--- config.mk ---
export PLATFORM = sky130hd
export DESIGN_NAME = jtframe_sdram_arb_flat
export DESIGN_NICKNAME = d
export VERILOG_FILES = /design/src/rtl/jtframe_sdram_arb_if.sv /design/src/rtl/jtframe_sdram_arb.sv /design/src/flat_wrapper.sv
export SDC_FILE = /design/constraint.sdc
export NUM_CORES = 1
export LEC_CHECK = 0
export BUFFER_PORTS_ARGS = -buffer_cell sky130_fd_sc_hd__buf_2
export CAP_MARGIN = 0
export CORE_AREA = 2 2 114 116
export DETAILED_ROUTE_END_ITERATION = 16
export DIE_AREA = 0 0 116 118
export GPL_TIMING_DRIVEN = 0
export PLACE_DENSITY = 0.76
export SKIP_CTS_REPAIR_TIMING = 1
export SLEW_MARGIN = 20
export SYNTH_ARGS = -nofsm -noshare
export SYNTH_HDL_FRONTEND = slang
export SYNTH_SLANG_ARGS = --single-unit
--- constraint.sdc ---
create_clock -name clk_rom -period 2.39 [get_ports clk_rom]
set_clock_uncertainty 0.2 [all_clocks]
set_input_delay 0.239 -clock clk_rom [delete_from_list [all_inputs] [get_ports clk_rom]]
set_output_delay 0.239 -clock clk_rom [all_outputs]
set_load 0.01 [all_outputs]
--- src/rtl/jtframe_sdram_arb_if.sv ---
// Bus bundle between game-side requesters, the SDRAM arbiter and the frame request port.
// The master view is the arbiter; the slave view is the environment (requesters plus frame).
interface jtframe_sdram_arb_if #(
  parameter int unsigned CHANNELS = 4,
  parameter int unsigned AW       = 22,
  parameter int unsigned DW       = 32
);
  logic                   loop_rst;
  logic [CHANNELS-1:0]    ch_req;
  logic [CHANNELS*AW-1:0] ch_addr;
  logic [CHANNELS*2-1:0]  ch_bank;
  logic [CHANNELS-1:0]    ch_rnw;
  logic [CHANNELS*2-1:0]  ch_wrmask;
  logic [CHANNELS*16-1:0] ch_wdata;
  logic [CHANNELS-1:0]    ch_ack;
  logic [CHANNELS-1:0]    ch_rdy;
  logic [DW-1:0]          ch_dout;
  logic                   sdram_req;
  logic [AW-1:0]          sdram_addr;
  logic [1:0]             sdram_bank;
  logic                   sdram_rnw;
  logic [1:0]             sdram_wrmask;
  logic [15:0]            data_write;
  logic                   sdram_ack;
  logic                   data_rdy;
  logic [DW-1:0]          data_read;
  logic                   busy;

  modport master (
    input  loop_rst, ch_req, ch_addr, ch_bank, ch_rnw, ch_wrmask, ch_wdata,
           sdram_ack, data_rdy, data_read,
    output ch_ack, ch_rdy, ch_dout, sdram_req, sdram_addr, sdram_bank,
           sdram_rnw, sdram_wrmask, data_write, busy
  );

  modport slave (
    output loop_rst, ch_req, ch_addr, ch_bank, ch_rnw, ch_wrmask, ch_wdata,
           sdram_ack, data_rdy, data_read,
    input  ch_ack, ch_rdy, ch_dout, sdram_req, sdram_addr, sdram_bank,
           sdram_rnw, sdram_wrmask, data_write, busy
  );
endinterface

--- src/rtl/jtframe_sdram_arb.sv ---
// N-channel arbiter in front of the single frame SDRAM request port (clk_rom domain).
// One transaction in flight; fixed or round-robin priority; read data routed back to the owner.
module jtframe_sdram_arb #(
  parameter int unsigned CHANNELS = 4,
  parameter int unsigned AW       = 22,
  parameter int unsigned DW       = 32,
  parameter int unsigned RROBIN   = 1
) (
  input  logic clk_rom,
  input  logic rst_n,
  jtframe_sdram_arb_if.master bus
);
  localparam int unsigned PW = (CHANNELS > 1) ? $clog2(CHANNELS) : 1;

  typedef enum logic [1:0] {ST_IDLE, ST_REQ, ST_WAIT} state_t;

  state_t                state;
  logic [PW-1:0]         owner;
  logic [PW-1:0]         ptr;
  logic [PW-1:0]         win;
  logic                  found;
  logic                  done;
  logic [CHANNELS-1:0]   owner_oh;
  int unsigned           idx;
  logic [AW-1:0]         sel_addr;
  logic [1:0]            sel_bank;
  logic                  sel_rnw;
  logic [1:0]            sel_mask;
  logic [15:0]           sel_wdata;

  // Winner search: starts at ptr in round-robin mode, at channel 0 otherwise
  always_comb begin
    win   = '0;
    found = 1'b0;
    idx   = 0;
    for (int unsigned i = 0; i < CHANNELS; i++) begin
      idx = (RROBIN != 0) ? (32'(ptr) + i) % CHANNELS : i;
      if (!found && bus.ch_req[PW'(idx)]) begin
        found = 1'b1;
        win   = PW'(idx);
      end
    end
  end

  // Field mux for the winning channel
  always_comb begin
    sel_addr  = '0;
    sel_bank  = '0;
    sel_rnw   = 1'b0;
    sel_mask  = '0;
    sel_wdata = '0;
    for (int unsigned k = 0; k < CHANNELS; k++) begin
      if (win == PW'(k)) begin
        sel_addr  = bus.ch_addr[k*AW +: AW];
        sel_bank  = bus.ch_bank[k*2 +: 2];
        sel_rnw   = bus.ch_rnw[k];
        sel_mask  = bus.ch_wrmask[k*2 +: 2];
        sel_wdata = bus.ch_wdata[k*16 +: 16];
      end
    end
  end

  // A data_rdy coinciding with sdram_ack completes the transaction straight from REQ
  always_comb begin
    owner_oh = CHANNELS'(1) << owner;
    done     = ((state == ST_REQ) && bus.sdram_ack && bus.data_rdy) ||
               ((state == ST_WAIT) && bus.data_rdy);
  end

  always_ff @(posedge clk_rom) begin
    if (!rst_n) begin
      state            <= ST_IDLE;
      owner            <= '0;
      ptr              <= '0;
      bus.ch_ack       <= '0;
      bus.ch_rdy       <= '0;
      bus.ch_dout      <= '0;
      bus.sdram_req    <= 1'b0;
      bus.sdram_addr   <= '0;
      bus.sdram_bank   <= '0;
      bus.sdram_rnw    <= 1'b0;
      bus.sdram_wrmask <= '0;
      bus.data_write   <= '0;
      bus.busy         <= 1'b0;
    end else begin
      bus.ch_ack <= '0;
      bus.ch_rdy <= '0;
      case (state)
        ST_IDLE: begin
          if (!bus.loop_rst && found) begin
            owner            <= win;
            bus.sdram_addr   <= sel_addr;
            bus.sdram_bank   <= sel_bank;
            bus.sdram_rnw    <= sel_rnw;
            bus.sdram_wrmask <= sel_mask;
            bus.data_write   <= sel_wdata;
            bus.sdram_req    <= 1'b1;
            bus.busy         <= 1'b1;
            state            <= ST_REQ;
            if (RROBIN != 0)
              ptr <= (win == PW'(CHANNELS - 1)) ? '0 : win + PW'(1);
          end
        end
        ST_REQ: begin
          if (bus.sdram_ack) begin
            bus.sdram_req <= 1'b0;
            bus.ch_ack    <= owner_oh;
            state         <= ST_WAIT;
          end
        end
        ST_WAIT: ;
        default: state <= ST_IDLE;
      endcase
      // Completion overrides the REQ->WAIT move above
      if (done) begin
        if (bus.sdram_rnw) bus.ch_dout <= bus.data_read;
        bus.ch_rdy <= owner_oh;
        bus.busy   <= 1'b0;
        state      <= ST_IDLE;
      end
    end
  end
endmodule

--- src/flat_wrapper.sv ---
// flat-port wrapper written by rule: the top's interface ports become plain ports
module jtframe_sdram_arb_flat 
#(
  parameter int unsigned CHANNELS = 4,
  parameter int unsigned AW       = 22,
  parameter int unsigned DW       = 32,
  parameter int unsigned RROBIN   = 1
)
  (clk_rom, rst_n, bus_loop_rst, bus_ch_req, bus_ch_addr, bus_ch_bank, bus_ch_rnw, bus_ch_wrmask, bus_ch_wdata, bus_sdram_ack, bus_data_rdy, bus_data_read, bus_ch_ack, bus_ch_rdy, bus_ch_dout, bus_sdram_req, bus_sdram_addr, bus_sdram_bank, bus_sdram_rnw, bus_sdram_wrmask, bus_data_write, bus_busy);
  jtframe_sdram_arb_if #(.CHANNELS(CHANNELS), .AW(AW), .DW(DW)) bus_i ();
  input  logic clk_rom;
  input  logic rst_n;
  input wire logic [$bits(bus_i.loop_rst)-1:0] bus_loop_rst;
  input wire logic [$bits(bus_i.ch_req)-1:0] bus_ch_req;
  input wire logic [$bits(bus_i.ch_addr)-1:0] bus_ch_addr;
  input wire logic [$bits(bus_i.ch_bank)-1:0] bus_ch_bank;
  input wire logic [$bits(bus_i.ch_rnw)-1:0] bus_ch_rnw;
  input wire logic [$bits(bus_i.ch_wrmask)-1:0] bus_ch_wrmask;
  input wire logic [$bits(bus_i.ch_wdata)-1:0] bus_ch_wdata;
  input wire logic [$bits(bus_i.sdram_ack)-1:0] bus_sdram_ack;
  input wire logic [$bits(bus_i.data_rdy)-1:0] bus_data_rdy;
  input wire logic [$bits(bus_i.data_read)-1:0] bus_data_read;
  output wire logic [$bits(bus_i.ch_ack)-1:0] bus_ch_ack;
  output wire logic [$bits(bus_i.ch_rdy)-1:0] bus_ch_rdy;
  output wire logic [$bits(bus_i.ch_dout)-1:0] bus_ch_dout;
  output wire logic [$bits(bus_i.sdram_req)-1:0] bus_sdram_req;
  output wire logic [$bits(bus_i.sdram_addr)-1:0] bus_sdram_addr;
  output wire logic [$bits(bus_i.sdram_bank)-1:0] bus_sdram_bank;
  output wire logic [$bits(bus_i.sdram_rnw)-1:0] bus_sdram_rnw;
  output wire logic [$bits(bus_i.sdram_wrmask)-1:0] bus_sdram_wrmask;
  output wire logic [$bits(bus_i.data_write)-1:0] bus_data_write;
  output wire logic [$bits(bus_i.busy)-1:0] bus_busy;
  assign bus_i.loop_rst = bus_loop_rst;
  assign bus_i.ch_req = bus_ch_req;
  assign bus_i.ch_addr = bus_ch_addr;
  assign bus_i.ch_bank = bus_ch_bank;
  assign bus_i.ch_rnw = bus_ch_rnw;
  assign bus_i.ch_wrmask = bus_ch_wrmask;
  assign bus_i.ch_wdata = bus_ch_wdata;
  assign bus_i.sdram_ack = bus_sdram_ack;
  assign bus_i.data_rdy = bus_data_rdy;
  assign bus_i.data_read = bus_data_read;
  assign bus_ch_ack = bus_i.ch_ack;
  assign bus_ch_rdy = bus_i.ch_rdy;
  assign bus_ch_dout = bus_i.ch_dout;
  assign bus_sdram_req = bus_i.sdram_req;
  assign bus_sdram_addr = bus_i.sdram_addr;
  assign bus_sdram_bank = bus_i.sdram_bank;
  assign bus_sdram_rnw = bus_i.sdram_rnw;
  assign bus_sdram_wrmask = bus_i.sdram_wrmask;
  assign bus_data_write = bus_i.data_write;
  assign bus_busy = bus_i.busy;
  jtframe_sdram_arb #(.CHANNELS(CHANNELS), .AW(AW), .DW(DW), .RROBIN(RROBIN)) u_core (.clk_rom(clk_rom), .rst_n(rst_n), .bus(bus_i));
endmodule
==> run_results.csv <==
group,metric,value,unit
outcome,status,"finished, violations left",
outcome,violations,"negative hold slack, negative setup slack",
drt,wirelength,18500,µm
critical_path,end_kind,"flop",
cts,cts_buffers,9,
cts,clk_latency,330,ps
place,gp_congestion,0.865,
hold_path,hold_depth,3,
synthesis,ys_types,35,
cells_and_area,area_growth,59.4,%
critical_path,arrival,2550,ps
synthesis,async_flop_share,0,%
grt,antenna_found_initial,0,
die,die_area,13700,µm²
die,initial_utilization,38.7,%
power,pwr-share-clk,28.9,%
cells_and_area,nNetsFinal,1158,
synthesis,synth.most_common_cell,"dfxtp_1",
timing,slew-limit-headroom,52.8,%
place,dpl_cell_area,6500,µm²
cells_and_area,antenna_cells,0,
cts,cts.clk_slew.worst_paths,60,ps
place,place_hpwl,12900,µm
drt,vias,5825,
timing,hold_ws,-32.8,ps
critical_path,critical_path_class,"flop to flop",
critical_path,r2r_cells,11,
cts,cts_root_buf,"clkbuf_16",
die,io_pins,298,
drt,routedWlPerCell,16.6,µm
grt,first_global_vias,5038,
timing,period_needed,2520,ps
die,core,12400,µm²
timing,fin_crit_sh,106,%
hold_path,hp-class,"primary input to flop",
drt,vias_per_cell,5.21,
power,cellLeakagePower,0.00371,µW
power,ir_worst_vdd,0.000377,V
timing,hold_viol,10,
synthesis,yosys_register_bits,91,
timing,worstMarginPinSlew,708,ps
critical_path,cp-start-kind,"flop",
synthesis,synth_edf_count,0,
power,p_seq_share,37.1,%
power,p_comb_share,34.0,%
synthesis,ys_seq_area_share,37.9,%
cts,clockBufferDepth,2,
drt,firstDrtPassIters,5,
timing,setup_violations,41,
cells_and_area,finish.utilization,61.7,%
grt,grt_max_degree,16,
timing,max_freq,396,MHz
critical_path,cp.required,2410,ps
power,swShare,32.2,%
grt,grt_usage,22.7,%
synthesis,yosys.area.top_type,"dfxtp_1",
synthesis,postSynthCellCount,563,
synthesis,netlist_area,4800,µm²
cts,clock-sinks,91,
die,die_w,116,µm
place,portBuffers,296,
grt,grt_overflow,0,
cts,htreeDepth,3,
timing,fin_ws,-132,ps
synthesis,ys_top_cells_by_area,"dfxtp_1 38%, a221oi_2 13%, a221o_1 9.0%, a21oi_1 4.9%, o21ai_0 4.2%",
grt,gr-usage-met1,26.7,%
drt,drc,0,
cells_and_area,final_area,7650,µm²
power,p_int,3080,µW
power,switching_power,1460,µW
drt,final_antenna_net_count,0,
synthesis,synthFlopType,"dfxtp_1",
critical_path,path_max_fanout,6,
synthesis,synth_top_area_share,37.9,%
synthesis,synth_common_cells,"91 x dfxtp_1, 51 x nor2_1, 47 x a21oi_1",
grt,top_usage_layer,"met2",
die,die_y,118,µm
grt,met2_usage,39.3,%
cells_and_area,drive_gt1_share,44.2,%
synthesis,synth_nets,780,
grt,grt_pass1_wl,24700,µm
die,rows,41,
timing,slew_violations,0,
grt,grt_use_met3,5.30,%
run,maxCapViolCount,0,
synthesis,synth_area_per_cell,8.53,µm²
drt,drt_iter0_markers,337,
timing,rsz0062_at_grt,"yes",
cts,cts_tree,"done",
power,powerDensity,593,nW/µm²
synthesis,yosysWarnings,0,
timing,setup_tns,-1970,ps
-- area by class of cell --
class	count	area, µm²
clock inverters	5	40.0
well taps	172	215
multi-input cells	368	2560
clock buffers	10	229
fillers	1071	4760
flip-flops and latches	91	1830
plain buffers	56	394
inverters	46	175
repair buffers	369	2220
-- placed cells by master, fill, tap and decap left out, types with 2 or more instances in the layout --
master / synthesis / final
o21ai_0: 40 / 40
a221oi_2: 40 / 41
clkbuf_2: 0 / 7
buf_1: 2 / 2
nand2_1: 42 / 42
ha_4: 0 / 2
nand2b_1: 5 / 4
nand3_1: 35 / 35
buf_6: 10 / 12
clkbuf_4: 0 / 5
buf_2: 14 / 308
dfxtp_1: 91 / 90
buf_8: 1 / 3
dlygate4sd3_1: 0 / 65
a21oi_1: 47 / 45
a21boi_1: 2 / 2
clkbuf_16: 0 / 10
buf_4: 3 / 10
clkinvlp_4: 0 / 3
a221o_1: 43 / 43
nor2_1: 51 / 51
inv_1: 46 / 45
o21ai_1: 38 / 38
a221oi_1: 3 / 2
clkbuf_1: 29 / 12
ha_2: 0 / 2
nor3_1: 3 / 2
a21oi_2: 0 / 2
-- cell families after synthesis --
kind of cell	synth area share, %
muxes	0.209
and+or+nand+nor	13.0
adders and majority gates	1.04
AOI/OAI and AO/OA	37.2
DFF	37.9
buffers and inverters	10.6
-- through the flow --
stage / setup slack [ps] / total power (µW) / std cells
2_1_floorplan: 35.8 / 2530 / 563
3_3_place_gp: -402 / 3010 / 1031
3_5_place_dp: -443 / 3020 / 1031
4_1_cts: -450 / 4330 / 1046
5_1_grt: -221 / 4740 / 1117
6_report: -132 / 4540 / 1117
-- registers in the layout, indices dropped and copies added (netlist names), 4 cells and up --
register,count
u_core.bus.ch_rdy,4
u_core.bus.data_write,16
u_core.bus.sdram_addr,22
u_core.bus.ch_dout,32
u_core.bus.ch_ack,4
-- per-layer routing --
metal  vias up  share of wire, %
li1       2809                 -
met5         -                 0
met1      2668                40
met4         0               3.2
met3        52               7.1
met2       296                50
-- critical path, cell delays in order (launching register included) --
cell,delay [ps]
dfxtp_4,390
mux2i_1,190
nor2_1,80
nor3_2,150
buf_4,160
inv_4,50
ha_4,160
nor2b_4,170
buf_8,140
a221o_1,330
a221oi_2,310
nor2_1,60
-- power groups by stage --
stage	combinational, µW	sequential [µW]	clock, µW
5_1_grt	1650	1690	1390
3_3_place_gp	1300	1710	0
4_1_cts	1320	1680	1330
2_1_floorplan	779	1750	0
3_5_place_dp	1310	1710	0
6_report	1550	1680	1310
-- path summary, 6_finish.rpt --
| kind | start | end | slack (ps) |
|---|---|---|---|
| max | u_core.ptr[1] | u_core.bus.data_write[8] | -130 |
| min | bus_ch_addr[68] | u_core.bus.sdram_addr[2] | -30 |
| max reg2reg | u_core.ptr[1] | u_core.bus.data_write[8] | -130 |
| min reg2reg | u_core.bus.ch_dout[26] | u_core.bus.ch_dout[26] | 250 |
Power figures use the tool's default switching activity.
